**config.mk**
```make
export PLATFORM = sky130hd
export DESIGN_NAME = fpga_clk_cfg_ctrl
export DESIGN_NICKNAME = d
export VERILOG_FILES = /design/src/rtl/clk_cfg_pkg.sv /design/src/rtl/clk_cfg_channel.sv /design/src/rtl/fpga_clk_cfg_ctrl.sv
export SDC_FILE = /design/constraint.sdc
export NUM_CORES = 1
export LEC_CHECK = 0
export ABC_AREA = 1
export ABC_CLOCK_PERIOD_IN_PS = 5200
export CORE_MARGIN = 2
export CORE_UTILIZATION = 50
export CTS_CLUSTER_SIZE = 16
export DETAILED_ROUTE_END_ITERATION = 12
export DONT_BUFFER_PORTS = 1
export RECOVER_POWER = 50
export SYNTH_ARGS = -nofsm -noshare
export SYNTH_HDL_FRONTEND = slang
export SYNTH_SLANG_ARGS = --single-unit
```
**constraint.sdc**
```tcl
create_clock -name ref_clk_i -period 5.2 [get_ports ref_clk_i]
set_input_delay 0.78 -clock ref_clk_i [delete_from_list [all_inputs] [get_ports ref_clk_i]]
set_output_delay 0.78 -clock ref_clk_i [all_outputs]
set_load 0.1 [all_outputs]
```
**src/rtl/clk_cfg_pkg.sv**
```systemverilog
// Shared register map, status bit positions and channel FSM encoding for fpga_clk_cfg_ctrl.
package clk_cfg_pkg;

  localparam logic [4:0] ADDR_DIV      = 5'd0;
  localparam logic [4:0] ADDR_CTRL     = 5'd1;
  localparam logic [4:0] ADDR_STATUS   = 5'd2;
  localparam logic [4:0] ADDR_ID       = 5'd3;
  localparam logic [4:0] ADDR_LOSS_CNT = 5'd4;

  localparam int CTRL_EN_BIT     = 0;
  localparam int STATUS_LOCK_BIT = 0;
  localparam int STATUS_LOST_BIT = 1;

  typedef enum logic [1:0] {
    ST_IDLE = 2'd0,
    ST_ACK  = 2'd1,
    ST_HOLD = 2'd2
  } cfg_state_t;

endpackage

```
**src/rtl/clk_cfg_channel.sv**
```systemverilog
// One config channel: req/ack handshake, DIV/CTRL/STATUS registers, lock synchroniser, divider.
// Optional lock-loss counter at address 4 is built only when CLK_CFG_LOSS_CNT_EN is defined.
module clk_cfg_channel
  import clk_cfg_pkg::*;
#(
  parameter int          DIV_W   = 8,
  parameter logic [31:0] ID_WORD = 32'h0001_0000
) (
  input  logic        clk,
  input  logic        rst,
  input  logic        req,
  input  logic        wrn,
  input  logic [4:0]  addr,
  input  logic [31:0] wdata,
  input  logic        lock_raw,
  output logic        ack,
  output logic [31:0] rdata,
  output logic        lock_sync,
  output logic        clk_en
);

  cfg_state_t       state_reg, state_next;
  logic [4:0]       addr_reg;
  logic [DIV_W-1:0] wdata_reg;
  logic             is_wr_reg;
  logic [31:0]      r_data_reg, read_word, loss_word;
  logic [DIV_W-1:0] div_reg, cnt_reg;
  logic             en_reg, sync1_reg, sync2_reg, lost_reg;
  logic             capture, wr_stb, wr_div, wr_ctrl, wr_status, loss_evt;
  logic             unused_wdata_bits;

  // Only the low DIV_W bits of write data ever reach a register.
  assign unused_wdata_bits = ^wdata[31:DIV_W];

  always_comb begin
    state_next = state_reg;
    ack        = 1'b0;
    case (state_reg)
      ST_IDLE: if (req) state_next = ST_ACK;
      ST_ACK: begin
        ack        = 1'b1;
        state_next = ST_HOLD;
      end
      ST_HOLD: if (!req) state_next = ST_IDLE;
      default: state_next = ST_IDLE;
    endcase
  end

  assign capture   = (state_reg == ST_IDLE) && req;
  assign wr_stb    = (state_reg == ST_ACK) && is_wr_reg;
  assign wr_div    = wr_stb && (addr_reg == ADDR_DIV);
  assign wr_ctrl   = wr_stb && (addr_reg == ADDR_CTRL);
  assign wr_status = wr_stb && (addr_reg == ADDR_STATUS);
  // Falling edge of the synchronised lock, seen one stage early so lost sets as cfg_lock drops.
  assign loss_evt  = sync2_reg & ~sync1_reg;

  always_comb begin
    read_word = '0;
    case (addr)
      ADDR_DIV:  read_word[DIV_W-1:0] = div_reg;
      ADDR_CTRL: read_word[CTRL_EN_BIT] = en_reg;
      ADDR_STATUS: begin
        read_word[STATUS_LOCK_BIT] = sync2_reg;
        read_word[STATUS_LOST_BIT] = lost_reg;
      end
      ADDR_ID:       read_word = ID_WORD;
      ADDR_LOSS_CNT: read_word = loss_word;
      default:       read_word = '0;
    endcase
  end

  always_ff @(posedge clk or posedge rst) begin
    if (rst) begin
      state_reg  <= ST_IDLE;
      addr_reg   <= '0;
      wdata_reg  <= '0;
      is_wr_reg  <= 1'b0;
      r_data_reg <= '0;
    end else begin
      state_reg <= state_next;
      if (capture) begin
        addr_reg  <= addr;
        wdata_reg <= wdata[DIV_W-1:0];
        is_wr_reg <= ~wrn;
        if (wrn) r_data_reg <= read_word;
      end
    end
  end

  always_ff @(posedge clk or posedge rst) begin
    if (rst) begin
      div_reg   <= '0;
      en_reg    <= 1'b0;
      lost_reg  <= 1'b0;
      sync1_reg <= 1'b0;
      sync2_reg <= 1'b0;
    end else begin
      sync1_reg <= lock_raw;
      sync2_reg <= sync1_reg;
      if (wr_div)  div_reg <= wdata_reg;
      if (wr_ctrl) en_reg  <= wdata_reg[CTRL_EN_BIT];
      if (loss_evt)
        lost_reg <= 1'b1;
      else if (wr_status && wdata_reg[STATUS_LOST_BIT])
        lost_reg <= 1'b0;
    end
  end

  always_ff @(posedge clk or posedge rst) begin
    if (rst)
      cnt_reg <= '0;
    else if (wr_div || wr_ctrl || !en_reg || (div_reg <= DIV_W'(1)))
      cnt_reg <= '0;
    else if (cnt_reg == div_reg - DIV_W'(1))
      cnt_reg <= '0;
    else
      cnt_reg <= cnt_reg + DIV_W'(1);
  end

`ifdef CLK_CFG_LOSS_CNT_EN
  logic [7:0] loss_cnt_reg;

  always_ff @(posedge clk or posedge rst) begin
    if (rst)
      loss_cnt_reg <= '0;
    else if (wr_stb && (addr_reg == ADDR_LOSS_CNT))
      loss_cnt_reg <= '0;
    else if (loss_evt && (loss_cnt_reg != 8'hFF))
      loss_cnt_reg <= loss_cnt_reg + 8'd1;
  end

  assign loss_word = {24'd0, loss_cnt_reg};
`else
  assign loss_word = '0;
`endif

  assign rdata     = r_data_reg;
  assign lock_sync = sync2_reg;
  assign clk_en    = en_reg && ((div_reg <= DIV_W'(1)) || (cnt_reg == '0));

endmodule

```
**src/rtl/fpga_clk_cfg_ctrl.sv**
```systemverilog
// Multi-channel clock configuration controller: NUM_CH independent clk_cfg_channel instances.
// Define CLK_CFG_LOSS_CNT_EN to add a per-channel lock-loss counter at address 4.
module fpga_clk_cfg_ctrl
  import clk_cfg_pkg::*;
#(
  parameter int          NUM_CH  = 3,
  parameter int          DIV_W   = 8,
  parameter logic [31:0] ID_BASE = 32'h0001_0000
) (
  input  logic                ref_clk_i,
  input  logic                rst_glob_i,
  input  logic [NUM_CH-1:0]   cfg_req_i,
  input  logic [NUM_CH-1:0]   cfg_wrn_i,
  input  logic [NUM_CH*5-1:0] cfg_add_i,
  input  logic [NUM_CH*32-1:0] cfg_data_i,
  output logic [NUM_CH-1:0]   cfg_ack_o,
  output logic [NUM_CH*32-1:0] cfg_r_data_o,
  input  logic [NUM_CH-1:0]   lock_i,
  output logic [NUM_CH-1:0]   cfg_lock_o,
  output logic [NUM_CH-1:0]   clk_en_o
);

  for (genvar gi = 0; gi < NUM_CH; gi++) begin : g_ch
    localparam logic [31:0] CH_ID = ID_BASE + (32'(gi) << 16);

    clk_cfg_channel #(
      .DIV_W   (DIV_W),
      .ID_WORD (CH_ID)
    ) u_ch (
      .clk       (ref_clk_i),
      .rst       (rst_glob_i),
      .req       (cfg_req_i[gi]),
      .wrn       (cfg_wrn_i[gi]),
      .addr      (cfg_add_i[gi*5 +: 5]),
      .wdata     (cfg_data_i[gi*32 +: 32]),
      .lock_raw  (lock_i[gi]),
      .ack       (cfg_ack_o[gi]),
      .rdata     (cfg_r_data_o[gi*32 +: 32]),
      .lock_sync (cfg_lock_o[gi]),
      .clk_en    (clk_en_o[gi])
    );
  end

endmodule
```
==> results.ini <==
[yosys]
synth.ff_latch_count = 135
synth-compound-area-share_pct = 7.134
synth_mux_area_share_pct = 2.568
synth_xor_area_share_pct = 4.316
ys_seq_area_share_pct = 48.15
syn_area_sq_um = 7015
syn_avg_cell_area_sq_um = 8.650
synth_simple_gate_area_share_pct = 20.96
synth_cells = 811
synth.distinct_cells = 37
synthAdderAreaFrac_pct = 2.140
synth_top_family_by_area = simple AND/OR/NAND/NOR gates
yosysWarnings = 0

[timing]
clock_skew_ns = 0.01374
fmax_mhz = 293.1
setup_viol = 0
hold_viol = 0
fin_crit_ns = 3.412
relSlewSlack_pct = -56.67
period_share_pct = 65.61
grt_setup_unrepaired = false
slew_violations = 52
setup_tns_ns = 0
worst_pin_slew_ns = 2.350

[setup_path]
critPathSlowestCell = nor2_2
crit_buf_inv = 1
cp-end-kind = primary output
crit_cells = 6
start_kind = flop
cp-startpoint = g_ch[1].u_ch.div_reg[0]$_DFFE_PP0P_
r2r_cells = 8
worstPathCellList = inv_2 > ha_1 > nor2_1 > nor4_1 > a41oi_1 > nor2_2
worst-setup-path-type = flop to primary output
worstPathRequired_ns = 4.42
rr_startpoint = g_ch[0].u_ch.state_reg[0]$_DFFE_PP0P_
reg2reg_slack_ns = 2.64
crit_fanout = 5
r2r_end = g_ch[0].u_ch.rdata[5]$_DFFE_PP0P_
arrival_ns = 2.63
path_delay_family = simple AND/OR/NAND/NOR gates
endpoint = clk_en_o[1]
crit_path_max_incr_delay_ns = 0.85

[power_and_ir_drop]
p_comb_share_pct = 34.9
seq_power_share_pct = 38.4
switching_share_pct = 42.86
p_switching_mw = 1.829
clkPwrFrac_pct = 26.7
power.density_nw_per_um2 = 575.3
ir_drop_mv = 0.3803
internal_power_mw = 2.439
leakage_nw = 3.583
totalPowerFinal_mw = 4.268

[global_route]
antenna_found_initial = 0
grt.overflow.total = 0
grt_pass1_vias = 4946
grt_pass1_wl_microns = 23030
track_usage_pct = 19.70
grt_max_degree = 92

[clocking]
cts_buffers = 17
cts_hold_buf = 0
worstSkewPairLatency_ns = 0.42
clock-sinks = 135
cts.repair.resized = 0
root_buffer = clkbuf_16
htree_levels = 4
clkSlewWorstSetupHoldPaths_ns = 0.06
cts_tree = yes
clock_path_buffers = 2
post_cts_buffers = 0

[finish]
largest_register_ffs = 27
num-fill-cells = 1319
multi_input_area_sq_um = 2861
seqCellArea_sq_um = 3379
area_growth_pct = 5.743
nets = 944
diodes = 0
drive_above_1_share_pct = 8.870

[drt]
vias = 4937
viasPerCell = 4.922
drt_iter0_drc = 256
drc = 0
routed_wl_microns = 13590
drt_first_pass_iters = 4
antenna_left = 0
avgRoutedWirePerCell_microns = 13.55

[floorplanning]
start_util_pct = 50.94
core-area_sq_um = 13770
die_w_microns = 122.5
die_h_microns = 122.5
io_pins = 227
rows = 43
die_area_sq_um = 14990

[status]
status = complete, but fails checks
violations = capacitance limit, slew limit

[place]
gp_congestion = 0.8599
dp_hpwl_microns = 9786
port_buffers = 0

[job]
max-cap-violations = 4

[min_path]
hp-class = primary input to asynchronous set/reset pin

cells in the mapped netlist (all sizes together):
cell type  count  area share, %
and2           2           0.18
ha            12            2.1
nor2          83            4.7
a21oi         10           0.71
conb           1          0.053
o22ai          3           0.27
o21ai         77            5.5
nand4          8           0.71
mux2          16            2.6
xnor2         14            1.7
o21bai         3           0.32
nand2        170            9.3
clkbuf         5           0.27
nor4b          1           0.12
dfrtp        135             48
xor2          18            2.2
clkinv         1          0.053
nand3         37            2.9
buf           86            9.2
or2            1          0.089
a31oi          1          0.089
nand3b         4           0.61
a41oi          2           0.25
xnor3          1           0.32
nor3          13            1.1
inv           97            5.2
nor4          10            1.3
placed cells by master (no fill, tap or decap), types with 10 or more instances in the layout:
master and n:
clkbuf_16 17, conb_1 68, ha_1 12, xor2_1 18
nand3_1 35, a21oi_1 10, o21ai_0 77, dfrtp_1 134
mux2_2 16, inv_1 92, xnor2_1 14, nand2_1 165
nor3_1 10, nor2_1 76
through the flow:
step | hold WS, ns | area (sq um) | worst slack, ns | utilization [%] | cells
after CTS | 0.3635 | 7446 | 1.771 | 54.06 | 1003
after floorplan | 0.3545 | 7267 | 0.8089 | - | 878
after detailed placement | 0.3715 | 6882 | 2.243 | 49.96 | 971
final | 0.3778 | 7418 | 1.788 | 53.86 | 1003
after global routing | 0.3612 | 7418 | 1.461 | 53.86 | 1003
after global placement | 0.3654 | 6882 | 2.233 | 49.96 | 971
layout make-up:
cell class,instances,share of cell area (%)
Clock buffer,19,5.971
Multi-Input combinational cell,554,38.57
Inverter,98,5.026
Clock inverter,13,1.636
Timing Repair Buffer,4,0.2024
Tap cell,180,3.036
Sequential cell,135,45.56
power by group through the flow:
stage | Combinational (mW) | Sequential (mW) | Clock (mW)
finish | 1.49 | 1.64 | 1.14
global route | 1.68 | 1.67 | 1.21
CTS | 1.51 | 1.64 | 1.17
floorplan | 1.36 | 1.57 | 0
detailed placement | 1.50 | 1.66 | 0
global placement | 1.46 | 1.64 | 0
worst min path at each step:
stage	startpoint	endpoint
finish	rst_glob_i	g_ch[0].u_ch.wdata_reg[2]$_DFFE_PP0P_
global placement	g_ch[1].u_ch.sync1_reg$_DFF_PP0_	g_ch[1].u_ch.lock_sync$_DFF_PP0_
floorplan	g_ch[0].u_ch.sync1_reg$_DFF_PP0_	g_ch[0].u_ch.lock_sync$_DFF_PP0_
detailed placement	g_ch[1].u_ch.sync1_reg$_DFF_PP0_	g_ch[1].u_ch.lock_sync$_DFF_PP0_
CTS	lock_i[2]	g_ch[2].u_ch.sync1_reg$_DFF_PP0_
global route	lock_i[1]	g_ch[1].u_ch.sync1_reg$_DFF_PP0_
metal layers:
metal / track usage, % / up-vias / part of all wire, %
li1: - / 2435 / -
met1: 24.12 / 2357 / 44
met2: 31.67 / 137 / 48
met3: 7.203 / 8 / 7.1
met4: 7.902 / 0 / 1.0
met5: 0 / - / 0
worst register-to-register path: stages (launching register included):
cell and delay (ns):
dfrtp_1 0.37, inv_1 0.08, nand2_1 0.07, nor2_1 0.09
clkbuf_1 0.72, nand2_1 0.51, inv_1 0.22, nand2_1 0.18
o21ai_0 0.23
kinds of logic after synthesis:
logic type,count (synthesis)
AO/OA/AOI/OAI,96
XOR/XNOR,33
adder cells (fa/ha/maj),12
buffers and inverters,189
flip-flops,135
multiplexers,16
other,1
AND/OR/NAND/NOR,329
(Power assumes the default switching activity.)
